===== src/rtl/add8_recon_if.sv =====
// add8_recon_if: operand (diff/b) and result (sum/carry/zero) valid/ready channels for add8_recon.
interface add8_recon_if;
  logic       in_valid, in_ready, out_valid, out_ready, carry, zero;
  logic [7:0] diff, b, sum;
  modport slave (
    input  in_valid, diff, b, out_ready,
    output in_ready, out_valid, sum, carry, zero
  );
  modport master (
    output in_valid, diff, b, out_ready,
    input  in_ready, out_valid, sum, carry, zero
  );
endinterface


===== src/rtl/add8_recon.sv =====
// add8_recon: two-stage pipelined 8-bit adder, sum = diff + b mod 256 with carry/zero flags.
// Low nibble is added in S1, high nibble is carry-selected on c4 into S2.
module add8_recon (
  input logic        clk,
  input logic        reset,
  add8_recon_if.slave io
);
  logic       s1_v_q, s1_v_d, s2_v_q, s2_v_d;
  logic [3:0] lo_q, dh_q, bh_q;
  logic       c4_q;
  logic [7:0] sum_q, sum_d;
  logic       carry_q, carry_d, zero_q, zero_d;
  logic [4:0] lo_d, hi0, hi1, hi;
  logic       adv2, accept;
  assign adv2        = s1_v_q & (~s2_v_q | io.out_ready);
  assign io.in_ready = ~s1_v_q | adv2;
  assign accept      = io.in_valid & io.in_ready;
  assign io.out_valid = s2_v_q;
  assign io.sum       = sum_q;
  assign io.carry     = carry_q;
  assign io.zero      = zero_q;
  always_comb begin
    s2_v_d  = adv2 ? 1'b1 : (io.out_ready ? 1'b0 : s2_v_q);
    s1_v_d  = accept ? 1'b1 : (adv2 ? 1'b0 : s1_v_q);
    lo_d    = {1'b0, io.diff[3:0]} + {1'b0, io.b[3:0]};
    hi0     = {1'b0, dh_q} + {1'b0, bh_q};
    hi1     = {1'b0, dh_q} + {1'b0, bh_q} + 5'd1;
    hi      = c4_q ? hi1 : hi0;
    sum_d   = {hi[3:0], lo_q};
    carry_d = hi[4];
    zero_d  = (sum_d == 8'h00);
  end
  always_ff @(posedge clk) begin
    if (!reset) begin
      s1_v_q  <= 1'b0;
      s2_v_q  <= 1'b0;
      sum_q   <= 8'h00;
      carry_q <= 1'b0;
      zero_q  <= 1'b0;
    end else begin
      s1_v_q <= s1_v_d;
      s2_v_q <= s2_v_d;
      if (adv2) begin
        sum_q   <= sum_d;
        carry_q <= carry_d;
        zero_q  <= zero_d;
      end
    end
  end
  // S1 data needs no reset: it is only observed through s1_v_q
  always_ff @(posedge clk) begin
    if (accept) begin
      {c4_q, lo_q} <= lo_d;
      dh_q         <= io.diff[7:4];
      bh_q         <= io.b[7:4];
    end
  end
endmodule


===== src/flat_wrapper.sv =====
// flat-port wrapper written by rule: the top's interface ports become plain ports
module add8_recon_flat 
  (clk, reset, io_in_valid, io_diff, io_b, io_out_ready, io_in_ready, io_out_valid, io_sum, io_carry, io_zero);
  add8_recon_if io_i ();
  input logic clk;
  input logic reset;
  input wire logic [$bits(io_i.in_valid)-1:0] io_in_valid;
  input wire logic [$bits(io_i.diff)-1:0] io_diff;
  input wire logic [$bits(io_i.b)-1:0] io_b;
  input wire logic [$bits(io_i.out_ready)-1:0] io_out_ready;
  output wire logic [$bits(io_i.in_ready)-1:0] io_in_ready;
  output wire logic [$bits(io_i.out_valid)-1:0] io_out_valid;
  output wire logic [$bits(io_i.sum)-1:0] io_sum;
  output wire logic [$bits(io_i.carry)-1:0] io_carry;
  output wire logic [$bits(io_i.zero)-1:0] io_zero;
  assign io_i.in_valid = io_in_valid;
  assign io_i.diff = io_diff;
  assign io_i.b = io_b;
  assign io_i.out_ready = io_out_ready;
  assign io_in_ready = io_i.in_ready;
  assign io_out_valid = io_i.out_valid;
  assign io_sum = io_i.sum;
  assign io_carry = io_i.carry;
  assign io_zero = io_i.zero;
  add8_recon u_core (.clk(clk), .reset(reset), .io(io_i));
endmodule

===== config.mk =====
export PLATFORM = sky130hd
export DESIGN_NAME = add8_recon_flat
export DESIGN_NICKNAME = d
export VERILOG_FILES = /design/src/rtl/add8_recon_if.sv /design/src/rtl/add8_recon.sv /design/src/flat_wrapper.sv
export SDC_FILE = /design/constraint.sdc
export NUM_CORES = 1
export LEC_CHECK = 0
export CAP_MARGIN = 20
export CORE_MARGIN = 2
export CORE_UTILIZATION = 48
export CTS_CLUSTER_DIAMETER = 50
export DETAILED_ROUTE_END_ITERATION = 6
export PLACE_DENSITY = 0.78
export SYNTH_ARGS = -nofsm -noshare
export SYNTH_HDL_FRONTEND = slang
export SYNTH_SLANG_ARGS = --single-unit
export TNS_END_PERCENT = 100

===== constraint.sdc =====
create_clock -name clk -period 2.55 [get_ports clk]
set_input_delay 0.3825 -clock clk [delete_from_list [all_inputs] [get_ports clk]]
set_output_delay 0.3825 -clock clk [all_outputs]
set_load 0.03 [all_outputs]

==> results.ini, run 1 <==
[outcome]
outcome=finished, final reports clean

[setup_path]
critPathRequiredTime_ps=2820
cp_max_fo=3
arrival_ps=2430
critPathLaunchType=flip-flop
crit_slowest_cell=or4_1
critical_path.endpoint_type=flip-flop
worstSetupPathType=reg -> reg
crit_path_max_incr_delay_ps=520
path_cells=ha_1, inv_1, fa_1, inv_1, ha_1, nand3_1, or4_1, nand3_1

[layout]
multiInputGateArea_um2=578
final_cell_mix=clkdlybuf4s50_1, nand2_1, edfxtp_1, dfxtp_1, ha_1
n_antenna_cell=0
final_common_cell=clkdlybuf4s50_1
nets=176
area_delta_synth_final_pct=27.0
nFillCells=212
drive_gt1_frac=0.0694
seqCellArea_um2=631

[clocking]
holdBufCountCts=0
cts-htree-levels=1
cts_buffers=3
clk_path_buf_depth=2
cts_root_buffer=clkbuf_4
clk_latency_ps=320
post_cts_resized=0
path_clk_slew_ps=130
post_cts_buffers=0
cts_tree=done
clock_sinks=25

[hold_path]
hp-class=reg -> reg

[floorplanning]
rows=18
initial_core_util=0.511
die_h_um=55.6
core-area_um2=2500
io_pins=32
die_area_um2=3090
dieWidth_um=55.6

[timing]
max_slew_margin=0.594
final.setup_skew_ps=0.953
slew_violations=0
setup_viol=0
hold_slack_ps=463
fin_tns_setup_ps=0
worstMarginPinSlew_ps=609
rsz0062_at_grt=false
hold_viol=0
finalCritPeriodShare=0.848
finalCriticalPeriod_ps=2160
fmax_ghz=0.462

[synthesis]
synth-seq-cells=25
avgSynthCellArea_um2=11.4
synth-edff-count=13
syn_inst=112
syn-num-nets=143
ys.flop_type=edfxtp_1
ys_warn_count=0
netlist_area_um2=1280
synthArstFlopShare=0
ys_types=35
synth-seq-area-share=0.494

[pwr]
leakage_nw=0.647
power_w=0.000852
p_per_area_nw_per_um2=526
irDropWorstVdd_mv=0.386

[placed_design]
port_buffers=31
gp_congestion=0.771
hpwlAfterDp_um=1650

[route]
drt_iter0_drc=15
drcViolationCount=0
dr.pass1.iters=4
wirelength_um=2090
routedWlPerCell_um=12.0
dr_total_vias=906
antenna_left=0
vias_per_cell=5.21

[run]
cap_viol_max_count=0

[global_route]
antenna_found_initial=0
grtUsageTotal=0.149
grt_pass1_wl_um=3590
overflow=0
grt_pass1_vias=890
grt_max_degree=16

-- registers in the layout, indices dropped and copies added (netlist names) --
name                 count
u_core.lo_q              4
u_core.s1_v_q            1
u_core.io.out_valid      1
u_core.io.zero           1
u_core.c4_q              1
u_core.dh_q              4
u_core.io.sum            8
u_core.io.carry          1
u_core.bh_q              4
-- cells in the mapped netlist (all sizes together), types with 3 or more instances --
cell	instances	area, um^2
dfxtp	12	240
nand3	5	25.0
nor2b	4	32.5
inv	8	30.0
buf	4	37.5
nand2b	3	18.8
edfxtp	13	390
nand2	14	52.6
a21boi	4	30.0
ha	9	113
xnor2	7	68.8
o21ai	4	20.0
a21oi	3	18.8
-- power breakdown --
| group | leakage [nW] | internal, W | switching, W |
|---|---|---|---|
| registers | 0.226 | 0.000455 | 0.0000158 |
| logic | 0.406 | 0.000104 | 0.000101 |
| clock network | 0.0150 | 0.0000613 | 0.000114 |
-- kinds of logic after synthesis --
| group | Yosys count | synth area share |
|---|---|---|
| XOR/XNOR | 9 | 0.0735 |
| adder cells (fa/ha/maj) | 11 | 0.120 |
| AO/OA/AOI/OAI | 21 | 0.123 |
| flip-flops | 25 | 0.494 |
| buffers and inverters | 12 | 0.0529 |
| AND/OR/NAND/NOR | 34 | 0.137 |
-- metrics by stage --
step | utilization | cells | setup WS (ps) | area (um^2)
6_report | 0.648 | 174 | 387 | 1620
5_1_grt | 0.648 | 174 | 238 | 1620
3_5_place_dp | 0.638 | 170 | 406 | 1590
3_3_place_gp | 0.638 | 170 | 465 | 1590
4_1_cts | 0.648 | 174 | 375 | 1620
2_1_floorplan | - | 112 | 528 | 1280
-- critical path: cells and delay by family (launching register included) --
family / cells / cell delay (ps)
and+or+nand+nor: 3 / 730
DFF: 1 / 390
buffers and inverters: 2 / 150
adders and majority gates: 3 / 850
-- final cells by class --
type / count / share of cell area
clock buffer: 4 / 0.0162
timing repair buffer: 32 / 0.196
tap: 30 / 0.0232
inverter: 8 / 0.0185
sequential: 25 / 0.389
multi-input combinational: 75 / 0.357
-- metal layers --
layer  part of all wire  track usage
met5                  0            0
met4              0.027       0.0941
met1               0.43        0.159
met2               0.50        0.270
met3              0.047       0.0234
-- final timing paths --
| check | to | cells past startpoint | from | slack, ps |
|---|---|---|---|---|
| max | u_core.io.carry$_SDFFE_PN0P_ | 8 | u_core.bh_q[0]$_DFFE_PP_ | 390 |
| min | u_core.io.sum[2]$_SDFFE_PN0P_ | 2 | u_core.io.sum[2]$_SDFFE_PN0P_ | 460 |
| max reg2reg | u_core.io.carry$_SDFFE_PN0P_ | 8 | u_core.bh_q[0]$_DFFE_PP_ | 390 |
| min reg2reg | u_core.io.sum[2]$_SDFFE_PN0P_ | 2 | u_core.io.sum[2]$_SDFFE_PN0P_ | 460 |
Note: power is estimated with default switching activity, not from simulation.
==> inputs of run 2 (changes only) <==
--- a/config.mk
+++ b/config.mk
@@ -7,10 +7,10 @@
 export LEC_CHECK = 0
 export CAP_MARGIN = 20
 export CORE_MARGIN = 2
-export CORE_UTILIZATION = 48
+export CORE_UTILIZATION = 43
 export CTS_CLUSTER_DIAMETER = 50
 export DETAILED_ROUTE_END_ITERATION = 6
-export PLACE_DENSITY = 0.78
+export PLACE_DENSITY = 0.74
 export SYNTH_ARGS = -nofsm -noshare
 export SYNTH_HDL_FRONTEND = slang
 export SYNTH_SLANG_ARGS = --single-unit
==> constraint.sdc (replaced) <==
create_clock -name clk -period 1.9 [get_ports clk]
set_input_delay 0.285 -clock clk [delete_from_list [all_inputs] [get_ports clk]]
set_output_delay 0.285 -clock clk [all_outputs]
set_load 0.03 [all_outputs]
==> run 2 against run 1 <==
The flow now finishes with violations (negative setup slack). Global-route usage increased by 0.54 points. Clock-buffer cell count decreased by 1. Largest cell class is now multi-input gates. Sequential power increased by 35%. Clock skew increased by 7.9 ps. Total power increased by 42%.
==> results.ini, run 2 (synthesis results as in run 1) <==
[setup_path]
cp_max_fo=2
critPathLaunchType=flip-flop
regToRegSetupSlack_ps=-150
rr_endpoint=u_core.io.zero$_SDFFE_PN0P_
worstSetupPathType=reg -> reg
critPathRequiredTime_ps=2140
ff2ff_path_depth=8
crit_path_start=u_core.bh_q[0]$_DFFE_PP_
reg2reg_from=u_core.bh_q[0]$_DFFE_PP_
arrival_ps=2290
critical_path.endpoint_type=flip-flop

[timing]
fin_tns_setup_ps=-250
worstMarginPinSlew_ps=315
fmax_ghz=0.489
max_slew_margin=0.789
hold_viol=0
setup_viol=2
slew_violations=0
final.setup_skew_ps=8.87
finalCritPeriodShare=1.08
worst_slack_ps=-146
finalCriticalPeriod_ps=2050
rsz0062_at_grt=true

[global_route]
grt_pass1_wl_um=4070
grt_pass1_vias=966
grtUsageTotal=0.155
antenna_found_initial=0
grt_max_degree=15
overflow=0

[layout]
final_common_cell=clkdlybuf4s50_1
final_cells=183
nets=184
final_cell_mix=clkdlybuf4s50_1, nand2_1, edfxtp_1, dfxtp_1, buf_4
finalCoreUtilization=0.623
drive_gt1_frac=0.197
finalInstanceArea_um2=1730
area_delta_synth_final_pct=35.9
n_antenna_cell=0
largest_register_ffs=8

[floorplanning]
io_pins=32
core-area_um2=2780
die_h_um=58.5
initial_core_util=0.459
dieWidth_um=58.5
die_area_um2=3420
rows=19

[route]
dr_total_vias=922
wirelength_um=2440
antenna_left=0
dr.max_layer_used=met4
drt-met1-wl_um=973
drcViolationCount=0
wl_met2_um=1360
vias_per_cell=5.04
drt_iter0_drc=18
routedWlPerCell_um=13.3
dr.pass1.iters=4
dr_wl_met3_um=73

[placed_design]
place_area_um2=1640
port_buffers=31
hpwlAfterDp_um=1910
gp_congestion=0.809
dp_cells=176

[run]
cap_viol_max_count=0

[pwr]
irDropWorstVdd_mv=0.424
leakage_nw=0.697
power_w=0.00121
p_per_area_nw_per_um2=697

[outcome]
violations=negative setup slack
outcome=finished with violations

[clocking]
cts_buffers=3
clk_latency_ps=310
path_clk_slew_ps=140
cts_root_buffer=clkbuf_4
clk_path_buf_depth=2
cts-htree-levels=1
clock_sinks=25
cts_tree=done

[hold_path]
min_delay_path_depth=2
hold_start=u_core.io.sum[1]$_SDFFE_PN0P_
hp-class=reg -> reg
hold_end=u_core.io.sum[1]$_SDFFE_PN0P_

## run 2: cell types whose count changed in the layout (fill, tap and decap cells not counted), moves of 2 or more
cell and delta:
buf_4 +9, ha_1 -2, inv_1 -2, inv_2 +2
## run 2: power breakdown
part           switching (W)  internal [W]
sequential         0.0000230      0.000611
clock               0.000160     0.0000786
combinational       0.000162      0.000173
total               0.000346      0.000863
## run 2: final cells by class
cell class / instances / area, um^2
Sequential cell: 25 / 631
Timing Repair Buffer: 40 / 375
Clock buffer: 3 / 22.5
Tap cell: 31 / 38.8
Multi-Input combinational cell: 75 / 632
Inverter: 8 / 30.0
Fill cell: 218 / 1050
Clock inverter: 1 / 5.00
## run 2: worst max-delay path: stages (launching register included)
cell      delay, ps
edfxtp_1        380
ha_2            200
inv_2            40
fa_2            550
inv_2            50
ha_4            230
a211oi_2        200
nand3_1         120
o31ai_2         200
## run 2: metrics by stage
| stage | setup WS (ps) | hold slack [ps] |
|---|---|---|
| after floorplan | 5.43 | 384 |
| after global placement | -24.0 | 441 |
| after detailed placement | -104 | 446 |
| after CTS | -106 | 465 |
| after global routing | -244 | 489 |
| final | -146 | 462 |
## run 2: how the worst max path moves through the flow
stage               cells past startpoint  slack, ps                      endpoint
finish                                  8       -150   u_core.io.zero$_SDFFE_PN0P_
floorplan                               8          5  u_core.io.carry$_SDFFE_PN0P_
CTS                                     7       -110  u_core.io.carry$_SDFFE_PN0P_
global placement                        8        -20   u_core.io.zero$_SDFFE_PN0P_
global route                            8       -240   u_core.io.zero$_SDFFE_PN0P_
detailed placement                      8       -100   u_core.io.zero$_SDFFE_PN0P_
## run 2: repair_timing
action,CTS,global route
endpoints found under the setup margin,5,5
buffers inserted,1,2
gates resized for setup,3,5
hold buffers,0,0
hold endpoints to repair,0,0
pin swaps,0,6
## run 2: routing by layer
layer | vias to the layer above | global-route usage
met5 | - | 0
met4 | 0 | 0.0498
met3 | 2 | 0.0198
met2 | 19 | 0.295
met1 | 431 | 0.176
li1 | 470 | -
==> inputs of run 3 (changes only) <==
--- a/config.mk
+++ b/config.mk
@@ -11,6 +11,7 @@
 export CTS_CLUSTER_DIAMETER = 50
 export DETAILED_ROUTE_END_ITERATION = 6
 export PLACE_DENSITY = 0.74
+export SETUP_SLACK_MARGIN = 0.5
 export SYNTH_ARGS = -nofsm -noshare
 export SYNTH_HDL_FRONTEND = slang
 export SYNTH_SLANG_ARGS = --single-unit
==> run 3 against run 2 <==
The flow still finishes with violations (negative setup slack). Critical path type unchanged. Combinational power fell by 4%. Sequential power barely moved. First-iteration DRC count shrank 17%. Highest routed layer unchanged. Utilization is 0.85 points lower.
==> results.ini, run 3 (synthesis results as in run 1) <==
[timing]
fmax_ghz=0.510
slew_violations=0
hold_viol=0
finalCritPeriodShare=1.03
setup_viol=2
hold_slack_ps=403
worstMarginPinSlew_ps=382
finalCriticalPeriod_ps=1960
max_slew_margin=0.744
rsz0062_at_grt=true
worst_slack_ps=-59.4
final.setup_skew_ps=2.00

[global_route]
grt_pass1_wl_um=3780
grt_pass1_vias=906
overflow=0
grtUsageTotal=0.147
grt_max_degree=15
antenna_found_initial=0

[placed_design]
dp_cells=174
port_buffers=31
place_area_um2=1640
hpwlAfterDp_um=1780
gp_congestion=0.762

[layout]
finalInstanceArea_um2=1710
area_delta_synth_final_pct=34.0
final_common_cell=clkdlybuf4s50_1
final_cells=180
nets=181
seqCellArea_um2=632
largest_register_ffs=8
drive_gt1_frac=0.215
nFillCells=238
multiInputGateArea_um2=646
n_antenna_cell=0
final_cell_mix=clkdlybuf4s50_1, nand2_1, dlygate4sd2_1, edfxtp_1, dfxtp_1

[setup_path]
ff2ff_path_depth=8
reg2reg_from=u_core.bh_q[0]$_DFFE_PP_
worstSetupPathType=reg -> reg
critPathRequiredTime_ps=2160
rr_endpoint=u_core.io.carry$_SDFFE_PN0P_
cp_max_fo=3
critical_path.endpoint_type=flip-flop
regToRegSetupSlack_ps=-60
arrival_ps=2220
critPathLaunchType=flip-flop

[clocking]
clk_latency_ps=300
cts_root_buffer=clkbuf_4
path_clk_slew_ps=130
cts_buffers=3
cts-htree-levels=1
holdBufCountCts=0
cts_tree=done
clock_sinks=25
clk_path_buf_depth=2

[hold_path]
hold_start=io_b[0]
hp-class=in -> reg
min_delay_path_depth=2
hold_end=u_core.lo_q[0]$_DFFE_PP_

[floorplanning]
die_h_um=58.5
core-area_um2=2780
io_pins=32
rows=19
dieWidth_um=58.5
initial_core_util=0.459
die_area_um2=3420

[route]
drt_iter0_drc=15
wirelength_um=2300
vias_per_cell=5.14
antenna_left=0
drcViolationCount=0
dr.pass1.iters=4
dr_total_vias=926
routedWlPerCell_um=12.8

[pwr]
irDropWorstVdd_mv=0.411
power_w=0.00119
leakage_nw=0.732
p_per_area_nw_per_um2=694

[outcome]
violations=negative setup slack
outcome=finished with violations

[run]
cap_viol_max_count=0

-- run 3: where the power goes --
group / internal [W] / switching, W / leakage [nW]
clock network: 0.0000784 / 0.000152 / 0.0177
logic: 0.000160 / 0.000164 / 0.488
registers: 0.000611 / 0.0000217 / 0.226
total: 0.000849 / 0.000337 / 0.732
-- run 3: worst max-delay path, cell delays in order, from the launching register on --
cell	delay (ps)
edfxtp_1	400
ha_2	210
inv_2	60
fa_2	440
inv_2	80
ha_4	150
nand3_2	80
or4_1	410
nand3_1	90
-- run 3: per-layer routing --
layer  track usage  routed length, um  share of wire  up-vias
met5             0                  0              0        -
met4        0.0498                 31          0.014        0
met3        0.0132                 83          0.036        4
met2         0.283               1250           0.54       27
met1         0.167                935           0.41      434
li1              -                  -              -      461
-- run 3: how the worst max path moves through the flow --
stage | start | end | slack (ps)
6_report | u_core.bh_q[0]$_DFFE_PP_ | u_core.io.carry$_SDFFE_PN0P_ | -60
4_1_cts | u_core.bh_q[0]$_DFFE_PP_ | u_core.io.carry$_SDFFE_PN0P_ | -50
5_1_grt | u_core.dh_q[0]$_DFFE_PP_ | u_core.io.zero$_SDFFE_PN0P_ | -160
2_1_floorplan | u_core.dh_q[0]$_DFFE_PP_ | u_core.io.zero$_SDFFE_PN0P_ | 60
3_5_place_dp | u_core.bh_q[0]$_DFFE_PP_ | u_core.io.zero$_SDFFE_PN0P_ | -40
3_3_place_gp | u_core.dh_q[0]$_DFFE_PP_ | u_core.io.zero$_SDFFE_PN0P_ | 30
-- run 3: cell type report --
| type | count | area share |
|---|---|---|
| Multi-Input combinational cell | 75 | 0.377 |
| Sequential cell | 25 | 0.369 |
| Timing Repair Buffer | 37 | 0.197 |
| Tap cell | 31 | 0.0227 |
| Inverter | 8 | 0.0176 |
| Clock buffer | 3 | 0.0132 |
| Clock inverter | 1 | 0.00293 |
-- run 3: timing repair --
item / in CTS / in global routing
endpoints found under the hold margin: 0 / 0
pin swaps: 4 / 3
resized for setup: 21 / 3
setup buffers: 2 / 0
endpoints found under the setup margin: 19 / 7
-- run 3: through the flow --
step	TNS, ps	setup WS (ps)	utilization
3_5_place_dp	-60.4	-42.5	0.590
4_1_cts	-94.8	-49.8	0.610
2_1_floorplan	0	60.2	-
3_3_place_gp	0	25.9	0.590
6_report	-109	-59.4	0.615
5_1_grt	-314	-158	0.615
